`src/rtl/ram_dp_pkg.sv`:
```
`default_nettype none
// ============================================================================
// Module      : ram_dp_pkg
// Description : Shared defaults and helpers for the synchronous byte-enabled
//               true-dual-port RAM and its arbiter.
// Revision    : 1.0 - initial release
// ============================================================================
package ram_dp_pkg;

    localparam int DEF_DATA_WIDTH = 32;
    localparam int DEF_ADDR_WIDTH = 6;
    localparam int DEF_RAM_DEPTH  = 64;
    localparam int DEF_CNT_WIDTH  = 16;

    // Number of byte lanes in a word of the given width
    function automatic int lane_count(input int data_width);
        return data_width / 8;
    endfunction

endpackage : ram_dp_pkg
`default_nettype wire

```
`src/rtl/ram_dp_arb.sv`:
```
`default_nettype none
// ============================================================================
// Module      : ram_dp_arb
// Description : Grant logic for the dual-port RAM. Port 0 always wins; port 1
//               stalls only on a same-address write/write. Stalls are counted
//               in a saturating counter.
// Revision    : 1.0 - initial release
// ============================================================================
module ram_dp_arb
    import ram_dp_pkg::*;
#(
    parameter int ADDR_WIDTH = DEF_ADDR_WIDTH,
    parameter int CNT_WIDTH  = DEF_CNT_WIDTH
) (
    input  logic                  clk,
    input  logic                  rst_n,
    input  logic                  i_req_0,
    input  logic                  i_we_0,
    input  logic [ADDR_WIDTH-1:0] i_addr_0,
    input  logic                  i_req_1,
    input  logic                  i_we_1,
    input  logic [ADDR_WIDTH-1:0] i_addr_1,
    output logic                  o_gnt_0,
    output logic                  o_gnt_1,
    output logic [CNT_WIDTH-1:0]  o_coll_cnt
);

    localparam logic [CNT_WIDTH-1:0] c_CNT_MAX = '1;
    localparam logic [CNT_WIDTH-1:0] c_CNT_ONE = {{(CNT_WIDTH-1){1'b0}}, 1'b1};

    logic                 w_coll;
    logic [CNT_WIDTH-1:0] r_coll_cnt;

    // Only two writes to the same word collide; reads never conflict
    assign w_coll  = i_req_0 & i_req_1 & i_we_0 & i_we_1 & (i_addr_0 == i_addr_1);
    assign o_gnt_0 = i_req_0;
    assign o_gnt_1 = i_req_1 & ~w_coll;

    // Count port-1 stall cycles, holding at all-ones
    always_ff @(posedge clk or negedge rst_n) begin
        if (!rst_n) begin
            r_coll_cnt <= '0;
        end else if (w_coll && (r_coll_cnt != c_CNT_MAX)) begin
            r_coll_cnt <= r_coll_cnt + c_CNT_ONE;
        end
    end

    assign o_coll_cnt = r_coll_cnt;

endmodule : ram_dp_arb
`default_nettype wire

```
`src/rtl/ram_dp_sync_be.sv`:
```
`default_nettype none
// ============================================================================
// Module      : ram_dp_sync_be
// Description : Parametrised synchronous true-dual-port RAM with byte enables,
//               req/gnt/rvalid handshake per port, read-first semantics,
//               out-of-range error flagging and optional output register.
// Revision    : 1.0 - initial release
// ============================================================================
module ram_dp_sync_be
    import ram_dp_pkg::*;
#(
    parameter int DATA_WIDTH = DEF_DATA_WIDTH,
    parameter int ADDR_WIDTH = DEF_ADDR_WIDTH,
    parameter int RAM_DEPTH  = DEF_RAM_DEPTH,
    parameter int OUT_REG    = 0,
    parameter int CNT_WIDTH  = DEF_CNT_WIDTH
) (
    input  logic                    clk,
    input  logic                    rst_n,
    // Port 0
    input  logic                    i_req_0,
    input  logic                    i_we_0,
    input  logic [DATA_WIDTH/8-1:0] i_be_0,
    input  logic [ADDR_WIDTH-1:0]   i_addr_0,
    input  logic [DATA_WIDTH-1:0]   i_wdata_0,
    output logic                    o_gnt_0,
    output logic                    o_rvalid_0,
    output logic [DATA_WIDTH-1:0]   o_rdata_0,
    output logic                    o_err_0,
    // Port 1
    input  logic                    i_req_1,
    input  logic                    i_we_1,
    input  logic [DATA_WIDTH/8-1:0] i_be_1,
    input  logic [ADDR_WIDTH-1:0]   i_addr_1,
    input  logic [DATA_WIDTH-1:0]   i_wdata_1,
    output logic                    o_gnt_1,
    output logic                    o_rvalid_1,
    output logic [DATA_WIDTH-1:0]   o_rdata_1,
    output logic                    o_err_1,
    // Collision statistics
    output logic [CNT_WIDTH-1:0]    o_coll_cnt
);

    localparam int LANES = lane_count(DATA_WIDTH);

    // Port signals gathered into arrays so both ports share one description
    logic [1:0]                  w_req;
    logic [1:0]                  w_we;
    logic [1:0]                  w_gnt;
    logic [1:0][LANES-1:0]       w_be;
    logic [1:0][ADDR_WIDTH-1:0]  w_addr;
    logic [1:0][DATA_WIDTH-1:0]  w_wdata;
    logic [1:0]                  w_inr;
    logic [1:0]                  w_rd_acc;
    logic [1:0]                  w_wr_acc;
    logic [1:0]                  w_wr_oor;
    logic [DATA_WIDTH-1:0]       w_rd_data [2];

    logic                        w_rvalid  [2];
    logic                        w_rerr    [2];
    logic                        w_err     [2];
    logic [DATA_WIDTH-1:0]       w_rdata   [2];

    logic [DATA_WIDTH-1:0]       r_mem [RAM_DEPTH];

    assign w_req   = {i_req_1,   i_req_0};
    assign w_we    = {i_we_1,    i_we_0};
    assign w_be    = {i_be_1,    i_be_0};
    assign w_addr  = {i_addr_1,  i_addr_0};
    assign w_wdata = {i_wdata_1, i_wdata_0};

    ram_dp_arb #(
        .ADDR_WIDTH (ADDR_WIDTH),
        .CNT_WIDTH  (CNT_WIDTH)
    ) u_arb (
        .clk        (clk),
        .rst_n      (rst_n),
        .i_req_0    (w_req[0]),
        .i_we_0     (w_we[0]),
        .i_addr_0   (w_addr[0]),
        .i_req_1    (w_req[1]),
        .i_we_1     (w_we[1]),
        .i_addr_1   (w_addr[1]),
        .o_gnt_0    (w_gnt[0]),
        .o_gnt_1    (w_gnt[1]),
        .o_coll_cnt (o_coll_cnt)
    );

    // Classify each port's access and fetch the pre-write word for reads
    always_comb begin
        for (int p = 0; p < 2; p++) begin
            w_inr[p]     = (32'(w_addr[p]) < 32'(RAM_DEPTH));
            w_rd_acc[p]  = w_gnt[p] & ~w_we[p];
            w_wr_acc[p]  = w_gnt[p] &  w_we[p];
            w_wr_oor[p]  = w_wr_acc[p] & ~w_inr[p];
            w_rd_data[p] = w_inr[p] ? r_mem[w_addr[p]] : '0;
        end
    end

    // Byte-lane writes from both ports; contents are deliberately not reset.
    // The arbiter guarantees the two ports never write the same word together.
    always_ff @(posedge clk) begin
        for (int p = 0; p < 2; p++) begin
            for (int b = 0; b < LANES; b++) begin
                if (w_wr_acc[p] && w_inr[p] && w_be[p][b]) begin
                    r_mem[w_addr[p]][b*8 +: 8] <= w_wdata[p][b*8 +: 8];
                end
            end
        end
    end

    for (genvar p = 0; p < 2; p++) begin : g_port
        logic                  r_s1_vld;
        logic                  r_s1_err;
        logic                  r_werr;
        logic [DATA_WIDTH-1:0] r_s1_data;

        // First read stage plus the one-cycle write error pulse; data only
        // moves on a read so the output holds between valid pulses
        always_ff @(posedge clk or negedge rst_n) begin
            if (!rst_n) begin
                r_s1_vld  <= 1'b0;
                r_s1_err  <= 1'b0;
                r_werr    <= 1'b0;
                r_s1_data <= '0;
            end else begin
                r_s1_vld <= w_rd_acc[p];
                r_s1_err <= w_rd_acc[p] & ~w_inr[p];
                r_werr   <= w_wr_oor[p];
                if (w_rd_acc[p]) begin
                    r_s1_data <= w_rd_data[p];
                end
            end
        end

        if (OUT_REG != 0) begin : g_oreg
            logic                  r_out_vld;
            logic                  r_out_err;
            logic [DATA_WIDTH-1:0] r_out_data;

            // Optional second stage, advancing only behind a valid read
            always_ff @(posedge clk or negedge rst_n) begin
                if (!rst_n) begin
                    r_out_vld  <= 1'b0;
                    r_out_err  <= 1'b0;
                    r_out_data <= '0;
                end else begin
                    r_out_vld <= r_s1_vld;
                    r_out_err <= r_s1_err;
                    if (r_s1_vld) begin
                        r_out_data <= r_s1_data;
                    end
                end
            end

            assign w_rvalid[p] = r_out_vld;
            assign w_rerr[p]   = r_out_err;
            assign w_rdata[p]  = r_out_data;
        end else begin : g_noreg
            assign w_rvalid[p] = r_s1_vld;
            assign w_rerr[p]   = r_s1_err;
            assign w_rdata[p]  = r_s1_data;
        end

        // Read errors ride with rvalid, write errors follow the grant by one cycle
        assign w_err[p] = w_rerr[p] | r_werr;
    end

    assign o_gnt_0    = w_gnt[0];
    assign o_gnt_1    = w_gnt[1];
    assign o_rvalid_0 = w_rvalid[0];
    assign o_rvalid_1 = w_rvalid[1];
    assign o_rdata_0  = w_rdata[0];
    assign o_rdata_1  = w_rdata[1];
    assign o_err_0    = w_err[0];
    assign o_err_1    = w_err[1];

endmodule : ram_dp_sync_be
`default_nettype wire

```
`config.mk`:
```
export PLATFORM = sky130hd
export DESIGN_NAME = ram_dp_sync_be
export DESIGN_NICKNAME = d
export VERILOG_FILES = /design/src/rtl/ram_dp_pkg.sv /design/src/rtl/ram_dp_arb.sv /design/src/rtl/ram_dp_sync_be.sv
export SDC_FILE = /design/constraint.sdc
export NUM_CORES = 2
export LEC_CHECK = 0
export ABC_CLOCK_PERIOD_IN_PS = 3500
export CAP_MARGIN = 20
export CORE_MARGIN = 2
export CORE_UTILIZATION = 45
export CTS_BUF_LIST = sky130_fd_sc_hd__clkbuf_4 sky130_fd_sc_hd__clkbuf_8 sky130_fd_sc_hd__clkbuf_16
export DETAILED_ROUTE_END_ITERATION = 10
export PLACE_DENSITY = 0.68
export SLEW_MARGIN = 10
export SYNTH_ARGS = -nofsm -noshare
export SYNTH_HDL_FRONTEND = slang
export SYNTH_SLANG_ARGS = --single-unit
```
`constraint.sdc`:
```
create_clock -name clk -period 3.5 [get_ports clk]
set_input_delay 0.525 -clock clk [delete_from_list [all_inputs] [get_ports clk]]
set_output_delay 0.525 -clock clk [all_outputs]
set_load 0.01 [all_outputs]
```
==> metrics.md <==
| Metric | Value |
|---|---|
| Per-cell routed wire length | roughly 46 um |
| Syn_area_per_cell | 13.5 sq um |
| Top post-synthesis cells by area | edfxtp_1 (49%), mux2_2 (11%), mux2_1 (10%) |
| CTS buffer count | 237 |
| Die height | 534 um |
| RSZ-0062 raised after global routing | false |
| Min-delay src | i_wdata_0[28] |
| Post-layout util | 0.537 |
| P_int | 46.3 mW |
| Clock power frac | 0.413 |
| Total grt overflow | 0 |
| CP Data Required Time | 2.97 ns |
| Logic gate share of total power | 0.142 |
| Vias in the first global route | 100293 |
| DIE AREA | 286000 sq um |
| Most frequent cells in the layout | edfxtp_1 (2048), mux2_2 (1211), buf_4 (1210) |
| Placement Cell Area | around 140000 sq um |
| I/O Buffers | 173 |
| M3 GR Usage | 0.181 |
| Hold slack | 0.0537 ns |
| Worst slew pin tran | about 1.3 ns |
| # IOs | 176 |
| Met1 Use GR | 0.556 |
| Leakage power | 52.2 nW |
| Initial antenna violation count | 70 |
| GRT busiest layer | met2 |
| Global-route usage over all layers | 0.444 |
| P_sw | 18.0 mW |
| GP Congestion | about 1.0 |
| Area Overhead vs Synth | 18.6% |
| R2R depth | 6 |
| Setup crit start kind | input port |
| Setup TNS Final | 0 ns |
| Slew Viols, Final | 0 |
| Most common cell after layout, fill and taps aside | edfxtp_1 |
| Final min period | around 3.4 ns |
| Crit Path Max Fanout | 2 |
| Via count | around 110k |
| Syn Inst Count | 9409 |
| Met2 usage | 0.614 |
| Core Region | about 280000 sq um |
| CTS tree | built |
| Clock latency on the worst-skew pair | 1.01 ns |
| Rel. slew slack | 0.130 |
| DIE WIDTH | 534 um |
| Unique cell type count in the Yosys netlist | ~80 |
| Vias per std cell | about 7.6 |
| Fillers | 23357 |
| Register area share after synthesis | 0.502 |
| Tot Pwr | 64.3 mW |
| Hold Path Depth | 2 |
| DP Wirelength | 447 mm |
| Worst setup EP type | primary output |
| Most common flop cell mapped by yosys | edfxtp_1 |
| Finished Cell Area | about 150000 sq um |
| Final Hold Fails | 0 |
| Initial Util | 0.453 |
| VDD IR max | 0.495 mV |
| Tcrit/Tclk final | 0.983 |
| Share of layout cells above drive strength 1 | 0.365 |
| Post-synth EDFFs | 2048 |
| Crit Reg-Reg Startpoint | r_mem[46][30]$_DFFE_PP_ |
| Final Net Count | 10255 |
| Antenna Violating Nets Remaining | 0 |
| Critical Path Source | i_addr_0[4] |
| Pwr Density | ~430 nW/um^2 |
| Fmax | 291 MHz |
| Reg-to-reg endpoint | o_rdata_0[30]$_DFFE_PN0P_ |
| Clk pin slew, worst setup/hold paths | 0.06 ns |
| CTS Buffer Depth | 4 |
| Setup CP Type | input port to primary output |
| Post-CTS setup buffer count | 0 |
| Worst Hold Class | input port to flip-flop |
| Reg-to-reg slack, setup | 0.65 ns |
| Hold path endpoint | r_mem[2][28]$_DFFE_PP_ |
| First drt pass iteration count | 8 |
| Largest net degree at the start of global routing | 69 |
| CTS sink cnt | around 2100 |
| CTS root buf | clkbuf_16 |
| Status | finished clean |
| Detailed Route WL | 655 mm |
| Max Cap Viol | 0 |
| Synth Warn # | 0 |
| Sw frac | 0.279 |
| Drt drc | 0 |
| 1st-iter DRT viols | 21678 |
| Site row count | 194 |
| Setup violators final | 0 |
| Synthesized flop and latch total | 2130 |
| Max H-tree Level | 4 |
| Sequential share of power | 0.444 |
| Post-synth top area cell | edfxtp_1 |
| First-pass GRT wire length | ~880 mm |
| Fraction of synthesis flops using an asynchronous set or reset pin | 0.0385 |
| Syn Std Cell Area | 127000 sq um |
| Crit path DAT | 2.91 ns |
| Final Skew | 0.0606 ns |
| Top cell type's share of synthesized area | 0.486 |
critical path, cell delays in order:
cell             delay (ns)
clkdlybuf4s50_1        0.56
xor2_1                 0.60
buf_4                  0.26
nor3_1                 0.08
nand3_4                0.17
and2_1                 0.17
clkdlybuf4s50_1        0.54
repair_timing:
item | 4_1_cts | 5_1_grt
resized for setup | 1 | 1
hold buffers | 3 | 0
pin swaps | 0 | 0
hold endpoints to repair | 59 | 0
setup endpoints to repair | 1 | 1
how the worst max path moves through the flow:
| stage | depth (start not counted) | endpoint |
|---|---|---|
| 4_1_cts | 7 | o_gnt_1 |
| 3_5_place_dp | 10 | r_mem[63][22]$_DFFE_PP_ |
| 5_1_grt | 8 | o_gnt_1 |
| 2_1_floorplan | 9 | r_mem[13][16]$_DFFE_PP_ |
| 6_report | 7 | o_gnt_1 |
| 3_3_place_gp | 11 | r_mem[50][27]$_DFFE_PP_ |
stage by stage:
stage	cells	setup slack, ns
2_1_floorplan	9410	0.611
3_3_place_gp	13646	-0.412
3_5_place_dp	13646	-0.361
4_1_cts	14086	0.116
5_1_grt	14103	0.0581
6_report	14162	0.0600
power by group through the flow:
stage	logic [mW]	clock network [mW]	registers, mW
floorplan	4.29	0	28.9
global placement	8.49	0	29.1
detailed placement	8.59	0	29.1
CTS	8.63	26.4	28.5
global route	9.07	27.3	28.5
finish	9.14	26.6	28.6
per-layer routing:
layer / vias up / part of all wire
met5: - / 0.00068
met4: 44 / 0.091
met3: 2700 / 0.16
met2: 11188 / 0.40
met1: 54202 / 0.34
li1: 39520 / -
state kept, by name, indices dropped and copies added (netlist names):
name	cells
u_arb.o_coll_cnt	16
o_rdata_1	32
r_mem	2048
o_rdata_0	32
o_rvalid_1	1
o_rvalid_0	1
cell usage after synthesis, types with 24 or more instances:
cell       instances
buf_4             97
a31oi_1           39
mux2_1          1156
o22ai_1          213
o32a_1            38
buf_2            242
nor2_2            31
mux4_2           311
buf_1            119
nand2_1          228
o22a_1            33
edfxtp_1        2048
o221ai_1          24
o2bb2ai_1         35
a221o_1           81
a221oi_1         401
clkbuf_1         582
mux2i_1          453
buf_6             41
mux2_2          1211
o21ai_0          449
a21oi_1          241
nand3_1           35
a22oi_1          298
nor2_1           250
a22o_1            91
nand2_2          247
dfrtp_1           82
kinds of logic (layout without fill, tap and decap cells):
| family | Yosys count | after routing | share of synthesized area |
|---|---|---|---|
| AOI/OAI and AO/OA | 2094 | 2094 | 0.117 |
| DFF | 2130 | 2130 | 0.502 |
| xor gates and xnor gates | 21 | 21 | 0.00145 |
| other | 1 | 78 | 0.0000296 |
| adders and majority gates | 1 | 1 | 0.0000988 |
| buffers and inverters | 1090 | 2042 | 0.0400 |
| muxes | 3131 | 3131 | 0.302 |
| and+or+nand+nor | 941 | 941 | 0.0373 |
final cells by class:
cell class	count	area (sq um)	share of cell area
timing repair buffer	1596	15400	0.103
tap	3724	4660	0.0310
inverter	9	62.6	0.000417
multi-input combinational	6190	58300	0.388
antenna	76	190	0.00127
sequential	2130	63600	0.423
clock inverter	160	1690	0.0113
clock buffer	277	6280	0.0419
(Power assumes the default switching activity.)
